--- src/rtl/mem_req_initiator.sv ---
// mem_req_initiator
//   Initiator side of the byte-addressed RAM MV/MOC handshake. Accepts one
//   1/2/4/8-byte big-endian access, presents it to the RAM, waits for moc
//   (bounded by TIMEOUT_CYCLES), then reports done/err/err_code and
//   right-justified, zero-extended read data.
//   Optional build macro: ALIGN_CHECK_EN rejects accesses whose address is
//   not a multiple of the access size (err_code 11). Without it, unaligned
//   accesses proceed normally.
module mem_req_initiator #(
  parameter int TIMEOUT_CYCLES = 255,
  parameter int ADDR_W         = 8
) (
  input  logic              clk,
  input  logic              rst_n,
  input  logic              req,
  input  logic              req_rw,
  input  logic [ADDR_W-1:0] req_addr,
  input  logic [1:0]        req_size,
  input  logic [63:0]       req_wdata,
  output logic              busy,
  output logic              done,
  output logic [63:0]       rdata,
  output logic              err,
  output logic [1:0]        err_code,
  output logic [ADDR_W-1:0] mem_addr,
  output logic              mem_rw,
  output logic [1:0]        mem_type,
  output logic [63:0]       mem_wdata,
  output logic              mem_enable,
  output logic              mem_mv,
  input  logic [63:0]       mem_rdata,
  input  logic              mem_moc
);

  localparam int CNT_W = $clog2(TIMEOUT_CYCLES + 1);

  localparam logic [1:0] ERR_NONE    = 2'b00;
  localparam logic [1:0] ERR_RANGE   = 2'b01;
  localparam logic [1:0] ERR_TIMEOUT = 2'b10;
  localparam logic [1:0] ERR_ALIGN   = 2'b11;

  typedef enum logic [2:0] {
    ST_IDLE,
    ST_SETUP,
    ST_STROBE,
    ST_DONE,
    ST_RELEASE
  } state_t;

  state_t state_reg, state_next;

  // Latched request and status
  logic              rw_reg;
  logic [ADDR_W-1:0] addr_reg;
  logic [1:0]        size_reg;
  logic [63:0]       wdata_reg;
  logic              bypass_reg;   // access rejected up front, RAM never touched
  logic              err_reg;
  logic [1:0]        err_code_reg;
  logic [63:0]       rdata_reg;
  logic [CNT_W-1:0]  cnt_reg;

  // Request decode (evaluated on the incoming request at acceptance)
  logic              accept;
  logic [3:0]        req_nbytes;
  logic [ADDR_W:0]   req_end_addr;
  logic              range_err;
  logic              align_err;
  logic              reject;
  logic [1:0]        reject_code;

  assign accept       = (state_reg == ST_IDLE) && req;
  assign req_nbytes   = 4'd1 << req_size;
  // One extra bit so an access running past the top of memory is caught
  // instead of wrapping to address 0.
  assign req_end_addr = {1'b0, req_addr} + (ADDR_W+1)'(req_nbytes) - (ADDR_W+1)'(1);
  assign range_err    = req_end_addr > (ADDR_W+1)'(2**ADDR_W - 1);

`ifdef ALIGN_CHECK_EN
  logic [ADDR_W-1:0] align_mask;
  assign align_mask = ADDR_W'(req_nbytes) - ADDR_W'(1);
  assign align_err  = |(req_addr & align_mask);
`else
  assign align_err  = 1'b0;
`endif

  // Range check takes priority over alignment
  assign reject      = range_err || align_err;
  assign reject_code = range_err ? ERR_RANGE : (align_err ? ERR_ALIGN : ERR_NONE);

  // Strobe counter: the edge on which it would reach TIMEOUT_CYCLES aborts,
  // unless moc is seen on that same edge.
  logic [CNT_W-1:0] cnt_inc;
  logic             timeout_hit;
  assign cnt_inc     = cnt_reg + CNT_W'(1);
  assign timeout_hit = (cnt_inc == CNT_W'(TIMEOUT_CYCLES));

  // Read data keeps only the bytes actually transferred
  logic [3:0]  keep_nbytes;
  logic [63:0] rdata_mask;
  assign keep_nbytes = 4'd1 << size_reg;

  genvar gi;
  generate
    for (gi = 0; gi < 8; gi++) begin : g_rmask
      assign rdata_mask[8*gi +: 8] = {8{(4'(gi) < keep_nbytes)}};
    end
  endgenerate

  // State register
  always_ff @(posedge clk or negedge rst_n) begin
    if (!rst_n) state_reg <= ST_IDLE;
    else        state_reg <= state_next;
  end

  // Next-state logic
  always_comb begin
    state_next = state_reg;
    case (state_reg)
      ST_IDLE:    if (req) state_next = reject ? ST_DONE : ST_SETUP;
      ST_SETUP:   state_next = ST_STROBE;
      ST_STROBE:  if (mem_moc || timeout_hit) state_next = ST_DONE;
      ST_DONE:    state_next = ST_RELEASE;
      ST_RELEASE: if (!mem_moc) state_next = ST_IDLE;
      default:    state_next = ST_IDLE;
    endcase
  end

  // Handshake and status outputs decoded from state
  always_comb begin
    busy       = 1'b0;
    done       = 1'b0;
    mem_enable = 1'b0;
    mem_mv     = 1'b0;
    case (state_reg)
      ST_SETUP:   begin busy = 1'b1; mem_enable = 1'b1; end
      ST_STROBE:  begin busy = 1'b1; mem_enable = 1'b1; mem_mv = 1'b1; end
      ST_DONE:    begin busy = 1'b1; done = 1'b1; mem_enable = !bypass_reg; end
      ST_RELEASE: busy = 1'b1;
      default:    ;
    endcase
  end

  // Request capture, strobe counting, read-data and error capture
  always_ff @(posedge clk or negedge rst_n) begin
    if (!rst_n) begin
      rw_reg       <= 1'b0;
      addr_reg     <= '0;
      size_reg     <= 2'b00;
      wdata_reg    <= '0;
      bypass_reg   <= 1'b0;
      err_reg      <= 1'b0;
      err_code_reg <= ERR_NONE;
      rdata_reg    <= '0;
      cnt_reg      <= '0;
    end else begin
      if (accept) begin
        rw_reg       <= req_rw;
        addr_reg     <= req_addr;
        size_reg     <= req_size;
        wdata_reg    <= req_wdata;
        bypass_reg   <= reject;
        err_reg      <= reject;
        err_code_reg <= reject_code;
        cnt_reg      <= '0;
      end
      if (state_reg == ST_STROBE) begin
        cnt_reg <= cnt_inc;
        if (mem_moc) begin
          if (rw_reg) rdata_reg <= mem_rdata & rdata_mask;
        end else if (timeout_hit) begin
          err_reg      <= 1'b1;
          err_code_reg <= ERR_TIMEOUT;
          rdata_reg    <= '0;
        end
      end
    end
  end

  assign rdata     = rdata_reg;
  assign err       = err_reg;
  assign err_code  = err_code_reg;
  assign mem_addr  = addr_reg;
  assign mem_rw    = rw_reg;
  assign mem_type  = size_reg;
  assign mem_wdata = wdata_reg;

endmodule
--- config.mk ---
export PLATFORM = sky130hd
export DESIGN_NAME = mem_req_initiator
export DESIGN_NICKNAME = d
export VERILOG_FILES = /design/src/rtl/mem_req_initiator.sv
export SDC_FILE = /design/constraint.sdc
export NUM_CORES = 1
export LEC_CHECK = 0
export BUFFER_PORTS_ARGS = -buffer_cell sky130_fd_sc_hd__buf_2
export CORE_UTILIZATION = 35
export DETAILED_ROUTE_END_ITERATION = 6
export HOLD_SLACK_MARGIN = 0.02
export PLACE_DENSITY = 0.63
export SYNTH_ARGS = -nofsm -noshare
export SYNTH_HDL_FRONTEND = slang
export SYNTH_SLANG_ARGS = --single-unit
export TNS_END_PERCENT = 5
--- constraint.sdc ---
create_clock -name clk -period 2.4 [get_ports clk]
set_input_delay 0 -clock clk [delete_from_list [all_inputs] [get_ports clk]]
set_output_delay 0 -clock clk [all_outputs]
set_load 0.02 [all_outputs]
# Word level (Yosys, flattened, before mapping)
# Cells that the tools add are included.
[classes]
add_sub_neg = 3
magnitude_cmp = 9
eq_ne = 9
n_shift = 2
mux = 23
bitwise = 1
reduce_logical = 10
[ops]
columns = ["cell", "count"]
rows = [
  ["64-bit two-way mux", 3],
  ["64-bit AND", 1],
  ["3-bit by 4-bit < comparator with 1-bit output, first input constant", 4],
  ["8-bit two-way mux", 2],
  ["3-bit case mux with 5 select lines", 1],
  ["2-bit two-way mux", 5],
  ["8-bit by 4-bit adder with 9-bit output", 1],
  ["9-bit by 8-bit greater-than comparator with 1-bit output, second input constant", 1],
  ["3-bit two-way mux", 3],
  ["9-bit by 1-bit subtractor with 9-bit output, second input constant", 1],
  ["8-bit by 1-bit adder with 8-bit output, second input constant", 1],
  ["8-bit equality test, second input constant", 1],
  ["1-bit by 4-bit < comparator with 1-bit output, first input constant", 2],
  ["2-bit by 4-bit < comparator with 1-bit output, first input constant", 2],
  ["1-bit two-way mux", 8],
  ["1-bit by 2-bit left shift with 4-bit output, first input constant", 2],
  ["3-bit by 2-bit equality test with 1-bit output, second input constant", 2],
  ["2-bit != test, second input constant", 3],
  ["3-bit AND reduction", 2],
  ["2-bit nonzero test", 2],
  ["4-bit OR reduction", 1],
  ["3-bit by 1-bit equality test with 1-bit output, second input constant", 1],
  ["3-bit equality test, second input constant", 1],
  ["3-bit zero test", 1],
  ["other kinds (6)", 6],
]
[word_totals]
ff_bits = 154
inputBits = 143
output_inout_bits = 146
word_cells = 67

# Logic depth before layout (Yosys ltp)
# Gate-level depths: netlist (run 1).
[depth]
depth_word = 9
ltp_mapped = 9
depth_no_buf = 9

# Worst setup path before layout (run 1)
# OpenSTA, ideal clock, no wires.
[synth_path]
path_type = "flip-flop to flip-flop"
from = "register cnt_reg[0]"
to = "register rdata_reg[24] (netlist: rdata[24])"
setup_time_ns = 0.121
arrival_time_ns = 1.822
required_time_ns = 2.279
setup_slack_ns = 0.457
path_stages_with_launch = 9
path_buffers = 3
cell_sequence = "dfrtp_1 -> ha_1 -> clkbuf_1 -> or3b_1 -> o22ai_2 -> a31oi_2 -> buf_6 -> buf_6 -> a22o_1"
[synth_between]
elab_chain_cells = 4
[synth_rtl]
columns = ["item", "line", "rtl"]
rows = [
  ["start: declaration", "61", "logic [CNT_W-1:0] cnt_reg;"],
  ["start signal: assignment", "168", "cnt_reg <= cnt_inc;"],
  ["8-bit by 1-bit adder with 8-bit output", "95", "assign cnt_inc = cnt_reg + CNT_W'(1);"],
  ["8-bit equality test", "96", "assign timeout_hit = (cnt_inc == CNT_W'(TIMEOUT_CYCLES));"],
  ["2-bit nonzero test (no source line)", "n/a", ""],
  ["3-bit AND reduction (no source line)", "n/a", ""],
  ["end signal: assignment", "170", "if (rw_reg) rdata_reg <= mem_rdata & rdata_mask;"],
  ["end: declaration", "60", "logic [63:0] rdata_reg;"],
]
# No other way between the ends.
# A chain may end at the register's enable or synchronous reset.

# Worst setup path in the final report (run 1)
[layout_path]
from = "input req_size[1]"
to = "register err_code_reg[0] (netlist: err_code[0])"
[layout_between]
elab_chain_cells = 9
[layout_rtl]
columns = ["item", "line", "rtl"]
rows = [
  ["start: declaration", "18", "input logic [1:0] req_size,"],
  ["1-bit by 2-bit left shift with 4-bit output *", "73", "assign req_nbytes = 4'd1 << req_size;"],
  ["8-bit by 4-bit adder with 9-bit output *", "76", "assign req_end_addr = {1'b0, req_addr} + (ADDR_W+1)'(req_nbytes) - (ADDR_W+1)'(1);"],
  ["9-bit by 1-bit subtractor with 9-bit output *", "76", ""],
  ["9-bit by 8-bit greater-than comparator with 1-bit output *", "77", "assign range_err = req_end_addr > (ADDR_W+1)'(2**ADDR_W - 1);"],
  ["1-bit two-way mux *", "89", "assign reject_code = range_err ? ERR_RANGE : (align_err ? ERR_ALIGN : ERR_NONE);"],
  ["2-bit two-way mux *", "157", "if (accept) begin"],
  ["2-bit two-way mux", "171", "end else if (timeout_hit) begin"],
  ["2-bit two-way mux", "169", "if (mem_moc) begin"],
  ["2-bit two-way mux *", "167", "if (state_reg == ST_STROBE) begin"],
  ["end signal: assignment", "164", "err_code_reg <= reject_code;"],
  ["end: declaration", "59", "logic [1:0] err_code_reg;"],
]
# Mark *: on every way between the ends. The rest lies on a longest branch, timed or not.

==> impl_metrics.yaml, run 1 <==
worst_setup_path:
  end_kind: "flip-flop"
  cp_cell_sequence: "dlygate4sd3_1 -> buf_2 -> nand2_1 -> ha_1 -> inv_1 -> ha_1 -> a21oi_1 -> a21oi_1 -> a2111oi_1 -> buf_4 -> mux2i_2 -> nor3_1"
  r2r_setup_slack_ns: 0.33
  path_max_fanout: 5
  crit_path_start_kind: "primary input"
  cpPeakStageDelay_ns: 0.52
  cp.required_ns: 2.68
  r2r-start: "cnt_reg[0]"
  critPathKind: "primary input to flip-flop"
  critPathTopFamily: "buffers and inverters"
  critPathLaunch: "req_size[1]"
  cp.arrival_ns: 2.46
  slowest_stage: "dlygate4sd3_1"
  path_buf_inv: 4
clocking:
  cts_tree: "done"
  clk_pin_slew_ns: 0.06
  clock_path_buffers: 2
  cts_sinks: 154
  root_buffer: "clkbuf_16"
  post-cts-setup-buffers: 0
  numCtsBuffers: 17
  worstSkewPairLatency_ns: 0.42
  htreeDepth: 4
routing:
  viasPerCell: 4.64
  vias: 5928
  routed-wl-met3_mm: 1.38
  drt-initial-drc-count: 244
  met2WireLength_mm: 9.51
  wirelength_mm: 19.1
  highest_layer: "met4"
  wl_met1_mm: 7.97
  firstDrtPassIters: 4
  drcViolationCount: 0
  ant_nets: 0
  wire_per_inst_um: 14.9
global_route:
  grt_max_degree: 65
  gr-usage-all-layers: 0.207
  grt_pass1_wl_mm: 29.4
  overflow: 0
  antenna_found_initial: 0
  grt_pass1_vias: 5855
outcome:
  outcome: "finished, final reports clean"
yosys:
  synthesis.area_mm2: 0.00623
  synth_seq_cells: 154
  synthesis.nets: 765
  syn_inst: 609
  synth_most_common_cell: "nand2_1"
  synthTopCellsByArea: "dfrtp_1, nand2_1, a22o_1"
  yosys_warnings: 0
  synth_cell_types: 40
  yosys-top-cells-count: "nand2_1, dfrtp_1, a22o_1"
  ys_async_sr_fraction: 1.00
  synth_area_per_cell_um2: 10.2
  synth-edff-count: 0
  synth_top_cell_area_share: 0.619
  yosysTopAreaCell: "dfrtp_1"
  seq_area_frac_synth: 0.619
  synth-main-ff-cell: "dfrtp_1"
sta:
  fmax_mhz: 458
  finalWorstPathRequiredPeriod_ns: 2.18
  setup_tns_ns: 0
  finClkSkew_ns: 0.00625
  fin_crit_sh: 0.909
  maxSlewViolCount: 0
  final-setup-viol-count: 0
  relSlewSlack: 0.549
  worst_pin_slew_ns: 0.676
  grt_setup_unrepaired: "no"
  timing_hold_violations_final: 0
cells_and_area:
  drive_gt1_frac: 0.325
  utilization: 0.571
  final.fill_count: 1465
  multiInputGateArea_mm2: 0.00215
  synthToLayoutAreaGrowth_pct: 59.2
  final-seq-area_mm2: 0.00385
  layout.nets: 1195
  antenna_cells: 0
floorplan:
  die_h_um: 135
  core.rowCount: 48
  initial_core_util: 0.359
  io_pins: 289
  core_mm2: 0.0174
  die_area_mm2: 0.0183
  die_w_um: 135
placed_design:
  port_buffers: 288
  dp_hpwl_mm: 11.8
  gp_congestion: 0.779
power:
  switching_share: 0.413
  ir_drop_v: 0.000647
  p_comb_frac: 0.412
  p_clk_frac: 0.216
  internal_power_mw: 6.83
  p_per_area_mw_per_mm2: 1170
  p_leak_nw: 5.40
  power.switching_mw: 4.81
  seqPwrFrac: 0.372
worst_hold_path:
  hp-class: "primary input to async pin"
flow_run:
  cap_violations: 0
[placed cells by master (no fill, tap or decap), types with 2 or more instances in the layout]
| cell | synthesis | final |
|---|---|---|
| and2_1 | 5 | 5 |
| inv_8 | 0 | 2 |
| a21oi_1 | 8 | 8 |
| o21ai_0 | 28 | 28 |
| buf_2 | 6 | 287 |
| xnor2_1 | 3 | 3 |
| clkinv_4 | 0 | 4 |
| nand3_1 | 8 | 8 |
| ha_1 | 13 | 13 |
| nand4_1 | 2 | 2 |
| nand2b_1 | 4 | 4 |
| inv_1 | 18 | 18 |
| nand3b_1 | 3 | 3 |
| nand2_1 | 236 | 236 |
| inv_6 | 0 | 3 |
| dlygate4sd3_1 | 0 | 142 |
| nor2_1 | 11 | 11 |
| a22o_1 | 56 | 56 |
| clkinvlp_4 | 0 | 3 |
| clkbuf_16 | 0 | 17 |
| o31ai_1 | 2 | 2 |
| buf_4 | 1 | 13 |
| buf_12 | 0 | 2 |
| dfrtp_1 | 154 | 154 |
| and3_1 | 4 | 4 |
| nor3_1 | 2 | 2 |
[routing by layer]
layer / up-vias / global-route usage
met5: - / 0
met4: 0 / 0.0549
met3: 17 / 0.0576
met2: 235 / 0.358
met1: 2800 / 0.251
li1: 2876 / -
[power by group through the flow]
| stage | Sequential (mW) | Combinational (mW) | Clock, mW |
|---|---|---|---|
| floorplan | 5.59 | 1.58 | 0 |
| global placement | 4.32 | 4.55 | 0 |
| detailed placement | 4.32 | 4.62 | 0 |
| CTS | 4.31 | 4.80 | 2.60 |
| global route | 4.47 | 5.23 | 2.71 |
| finish | 4.33 | 4.79 | 2.52 |
[logic make-up (layout without fill, tap and decap cells)]
logic type / count (synthesis) / count (layout) / share of synthesized area
compound gates: 102 / 102 / 0.122
simple gates: 282 / 282 / 0.185
flops: 154 / 154 / 0.619
fa+ha+maj: 13 / 13 / 0.0261
xor+xnor: 4 / 4 / 0.00563
buf+inv: 52 / 495 / 0.0392
mux: 2 / 2 / 0.00342
[repair_timing]
action                                  4_1_cts  5_1_grt
hold buffers                                142        0
endpoints found under the hold margin       198        0
endpoints found under the setup margin        0        1
resized for setup                             0        1
[area by class of cell]
class | count | share of cell area
sequential | 154 | 0.389
timing repair buffer | 445 | 0.303
tap | 225 | 0.0284
inverter | 18 | 0.00682
multi-input combinational | 403 | 0.217
clock buffer | 19 | 0.0447
clock inverter | 13 | 0.0112
[worst paths after layout]
| check | to | cells past startpoint |
|---|---|---|
| worst min register to register | mem_wdata[62] | 2 |
| worst max register to register | rdata[11] | 6 |
| worst max-delay path | err_code[0] | 12 |
| worst min-delay path | mem_wdata[29] | 2 |
| min in group clk | mem_wdata[16] | 4 |
| max in group asynchronous | rdata[35] | 3 |
[metrics by stage]
stage	cells	worst slack (ns)	hold WS [ns]	area, um2	power, mW
3_5_place_dp	1103	0.275	0.0169	7930	8.94
2_1_floorplan	609	0.457	-0.296	6230	7.16
6_report	1277	0.218	0.106	9910	11.6
4_1_cts	1277	0.191	0.132	9910	11.7
5_1_grt	1277	0.0564	0.160	9910	12.4
3_3_place_gp	1103	0.284	0.0123	7930	8.87
Power figures use the tool's default switching activity.
==> inputs of run 2 (changes only) <==
- CELL_PAD_IN_SITES_DETAIL_PLACEMENT: not set -> 0
- CELL_PAD_IN_SITES_GLOBAL_PLACEMENT: not set -> 1
- CORE_UTILIZATION: 35 -> 34
- PLACE_DENSITY: 0.63 -> 0.79
==> impl_metrics.yaml, run 2 (same netlist as run 1, synthesis figures left out) <==
outcome:
  outcome: "finished, final reports clean"
sta:
  relSlewSlack: 0.554
  hold_slack_ns: 0.0981
  maxSlewViolCount: 0
  fin_crit_sh: 0.907
  finClkSkew_ns: 0.00767
  setup_tns_ns: 0
  fmax_mhz: 460
  finalWorstPathRequiredPeriod_ns: 2.18
  worst_slack_ns: 0.224
  final-setup-viol-count: 0
  grt_setup_unrepaired: "no"
  timing_hold_violations_final: 0
  worst_pin_slew_ns: 0.666
global_route:
  grt_max_degree: 67
  antenna_found_initial: 0
  overflow: 0
  grt_pass1_wl_mm: 28.4
  gr-usage-all-layers: 0.195
  grt_pass1_vias: 5729
routing:
  met2WireLength_mm: 9.30
  ant_nets: 0
  wirelength_mm: 18.8
  routed-wl-met3_mm: 1.29
  vias: 5927
  wire_per_inst_um: 14.7
  drt-initial-drc-count: 244
  drcViolationCount: 0
  wl_met1_mm: 7.92
  viasPerCell: 4.63
  highest_layer: "met4"
  firstDrtPassIters: 4
clocking:
  numCtsBuffers: 17
  ctsResizeCount: 0
  clk_pin_slew_ns: 0.07
  cts_tree: "done"
  postCtsHoldBufs: 142
  cts_sinks: 154
  htreeDepth: 4
  worstSkewPairLatency_ns: 0.42
  post-cts-setup-buffers: 0
  root_buffer: "clkbuf_16"
  clock_path_buffers: 2
worst_setup_path:
  path_max_fanout: 5
  critPathTopFamily: "buffers and inverters"
  path_buf_inv: 4
  end_kind: "flip-flop"
  cp_cell_sequence: "dlygate4sd3_1 -> buf_2 -> nand2_1 -> ha_1 -> inv_1 -> ha_1 -> a21oi_1 -> a21oi_1 -> a2111oi_1 -> buf_4 -> mux2i_1 -> o21bai_1"
  cpPeakStageDelay_ns: 0.53
  critPathKind: "primary input to flip-flop"
  cp.arrival_ns: 2.48
  cp.required_ns: 2.70
  crit_path_start_kind: "primary input"
  r2r_setup_slack_ns: 0.31
  slowest_stage: "dlygate4sd3_1"
floorplan:
  core.rowCount: 49
  die_h_um: 137
  core_mm2: 0.0180
  io_pins: 289
  die_w_um: 137
  die_area_mm2: 0.0189
  initial_core_util: 0.347
cells_and_area:
  synthToLayoutAreaGrowth_pct: 59.7
  drive_gt1_frac: 0.324
  fin_cells: 1280
  antenna_cells: 0
  mostFrequentLayoutCells: "buf_2, nand2_1, dfrtp_1"
  utilization: 0.553
  layout.nets: 1194
  stdcell_area_mm2: 0.00994
  final_common_cell: "buf_2"
flow_run:
  cap_violations: 0
placed_design:
  place_ws_ns: 0.333
  gp_congestion: 0.748
  dp_hpwl_mm: 11.6
  port_buffers: 288
  dpl_cell_area_mm2: 0.00796
  placed_cells: 1106
worst_hold_path:
  hp-class: "primary input to async pin"
power:
  p_leak_nw: 5.41
  p_per_area_mw_per_mm2: 1180
  total_power_mw: 11.8
  ir_drop_v: 0.000766
==> run 2: path summary, 6_finish.rpt <==
kind / cells after the start / to / start
setup / recovery: 12 / err / req_size[1]
setup reg to reg: 5 / rdata[4] / cnt_reg[0]
hold / removal: 2 / mem_wdata[58] / rst_n
max in group asynchronous: 3 / rdata[57] / rst_n
min in group clk: 4 / mem_wdata[20] / req_wdata[20]
hold reg to reg: 2 / mem_wdata[53] / mem_wdata[53]
==> run 2: area by class of cell <==
type                    count  area [um2]
fillers                  1557        8020
flip-flops and latches    154        3850
repair buffers            444        3020
multi-input cells         403        2140
clock buffers              18         429
well taps                 229         287
clock inverters            14         136
inverters                  18        67.6
==> run 2: report_power, final <==
part	switching (mW)	internal, mW	total, mW
combinational	3.03	1.78	4.81
sequential	0.651	3.69	4.34
clock	1.15	1.45	2.60
==> run 2: layer usage <==
| layer | vias to the layer above | track usage |
|---|---|---|
| li1 | 2874 | - |
| met1 | 2797 | 0.240 |
| met2 | 228 | 0.333 |
| met3 | 28 | 0.0500 |
| met4 | 0 | 0.0647 |
| met5 | - | 0 |
==> inputs of run 3 (changes only) <==
- ABC_AREA: not set -> 1
- PLACE_DENSITY: 0.79 -> 0.8
==> impl_metrics.yaml, run 3 <==
yosys:
  yosys-top-cells-count: "nand2_1, dfrtp_1, nand3_1"
  synth_cell_types: 26
  yosysTopAreaCell: "dfrtp_1"
  synth_most_common_cell: "nand2_1"
  synthesis.nets: 905
  synthTopCellsByArea: "dfrtp_1, nand2_1, nand3_2"
  synth-edff-count: 0
  syn_inst: 749
  synth-main-ff-cell: "dfrtp_1"
  synth_area_per_cell_um2: 8.90
  ys_async_sr_fraction: 1.00
  synth_seq_cells: 154
  yosys_warnings: 0
  synthesis.area_mm2: 0.00667
  seq_area_frac_synth: 0.578
  synth_top_cell_area_share: 0.578
cells_and_area:
  stdcell_area_mm2: 0.0105
  final_common_cell: "nand2_1"
  fin_cells: 1453
  drive_gt1_frac: 0.314
  synthToLayoutAreaGrowth_pct: 56.8
  antenna_cells: 0
  utilization: 0.552
  mostFrequentLayoutCells: "nand2_1, buf_2, dfrtp_1"
  layout.nets: 1336
worst_setup_path:
  path_max_fanout: 7
  slowest_stage: "dlygate4sd3_1"
  critPathKind: "flip-flop to flip-flop"
  regToRegEndpoint: "rdata[5]"
  cp_cell_sequence: "ha_2 -> xor2_1 -> nand3_1 -> nor2_2 -> nand4_4 -> nand2_4 -> nand3_1 -> dlygate4sd3_1 -> nand2_1"
  r2r-start: "cnt_reg[0]"
  r2r_cells: 9
  critPathMostFrequentCell: "nand3_1"
  r2r_setup_slack_ns: 0.18
  crit_path_start_kind: "flip-flop"
  cp.arrival_ns: 2.57
  cpPeakStageDelay_ns: 0.58
  end_kind: "flip-flop"
  cp.required_ns: 2.75
routing:
  wirelength_mm: 20.1
  drcViolationCount: 0
  viasPerCell: 4.41
  drt-initial-drc-count: 304
  ant_nets: 0
  firstDrtPassIters: 5
  vias: 6404
  wire_per_inst_um: 13.8
clocking:
  htreeDepth: 4
  clock_path_buffers: 2
  cts_tree: "done"
  clk_pin_slew_ns: 0.07
  worstSkewPairLatency_ns: 0.41
  cts_sinks: 154
  numCtsBuffers: 17
  root_buffer: "clkbuf_16"
sta:
  grt_setup_unrepaired: "no"
  final-setup-viol-count: 0
  timing_hold_violations_final: 0
  finalWorstPathRequiredPeriod_ns: 2.22
  fin_crit_sh: 0.926
  worst_pin_slew_ns: 0.635
  finClkSkew_ns: 0.00906
  maxSlewViolCount: 0
  worst_slack_ns: 0.178
  fmax_mhz: 450
  setup_tns_ns: 0
  relSlewSlack: 0.576
floorplan:
  die_h_um: 142
  io_pins: 289
  die_area_mm2: 0.0202
  initial_core_util: 0.352
  core.rowCount: 50
  core_mm2: 0.0190
  die_w_um: 142
placed_design:
  dp_hpwl_mm: 12.8
  dpl_cell_area_mm2: 0.00835
  place_ws_ns: 0.301
  port_buffers: 288
  gp_congestion: 0.751
  placed_cells: 1274
power:
  p_per_area_mw_per_mm2: 1120
  ir_drop_v: 0.000591
  p_leak_nw: 5.87
  seqPwrFrac: 0.357
  switching_share: 0.411
  p_comb_frac: 0.399
  power.switching_mw: 4.83
  internal_power_mw: 6.93
  p_clk_frac: 0.244
outcome:
  outcome: "finished, final reports clean"
global_route:
  gr-usage-all-layers: 0.204
  overflow: 0
  grt_pass1_vias: 6395
  grt_max_degree: 86
  grt_pass1_wl_mm: 32.3
  antenna_found_initial: 0
flow_run:
  cap_violations: 0
worst_hold_path:
  hp-class: "primary input to async pin"
==> run 3: changes by cell type after synthesis, sizes merged, moves of 7 or more <==
cell    before  now
o21ai       29   16
clkbuf      20   11
nor2        11   18
a22o        56    1
inv         18   38
nand2      236  386
buf         14   24
nand3        8   77
==> run 3: per-stage QoR <==
stage	hold WS [ns]	total power, mW
finish	0.144	11.8
global route	0.172	12.6
CTS	0.162	11.9
detailed placement	0.0459	8.74
global placement	0.0461	8.70
floorplan	-0.296	7.03
==> run 3: how the worst max path moves through the flow <==
stage	slack, ns	to	start
after global routing	0.02	rdata[5]	cnt_reg[0]
after detailed placement	0.30	rdata[6]	cnt_reg[0]
after floorplan	0.64	rdata[10]	cnt_reg[0]
final	0.18	rdata[5]	cnt_reg[0]
after global placement	0.37	rdata[4]	cnt_reg[0]
after CTS	0.16	rdata[5]	cnt_reg[0]
==> run 3: kinds of logic (layout without fill, tap and decap cells) <==
group / count (synthesis) / in the layout / synth area share
compound gates: 23 / 23 / 0.0188
xor+xnor: 3 / 3 / 0.00394
fa+ha+maj: 13 / 13 / 0.0244
buf+inv: 73 / 517 / 0.0574
flops: 154 / 154 / 0.578
simple gates: 483 / 483 / 0.318
==> run 3: worst max-delay path: cells and delay by family (launching register included) <==
family                   cells  cell delay [ns]
adder cells (fa/ha/maj)      1             0.24
AND/OR/NAND/NOR              6             0.72
flip-flops                   1             0.42
XOR/XNOR                     1             0.21
buffers and inverters        1             0.58
==> run 3: power by group through the flow <==
stage          sequential, mW  combinational, mW  clock [mW]
6_report                 4.19               4.70        2.87
5_1_grt                  4.33               5.19        3.07
4_1_cts                  4.19               4.73        2.95
3_5_place_dp             4.21               4.54           0
3_3_place_gp             4.21               4.49           0
2_1_floorplan            5.30               1.73           0
==> run 3: layout make-up <==
| cell class | instances | area (um2) |
|---|---|---|
| tap | 260 | 325 |
| clock buffer | 21 | 470 |
| inverter | 38 | 143 |
| clock inverter | 11 | 159 |
| multi-input combinational | 522 | 2450 |
| timing repair buffer | 447 | 3060 |
| sequential | 154 | 3850 |
| fill | 1673 | 8500 |
==> run 3: metal layers <==
layer  wire (um)  part of all wire  track usage  up-vias
li1            -                 -            -     3184
met1        8820              0.44        0.260     2949
met2        9360              0.47        0.333      256
met3        1700             0.085       0.0659       15
met4         211             0.011       0.0526        0
met5           0                 0            0        -
==> run 3: timing repair <==
item,4_1_cts,5_1_grt
resized for setup,0,1
setup endpoints to repair,0,1
endpoints found under the hold margin,202,0
setup buffers,0,0
hold buffers,147,0
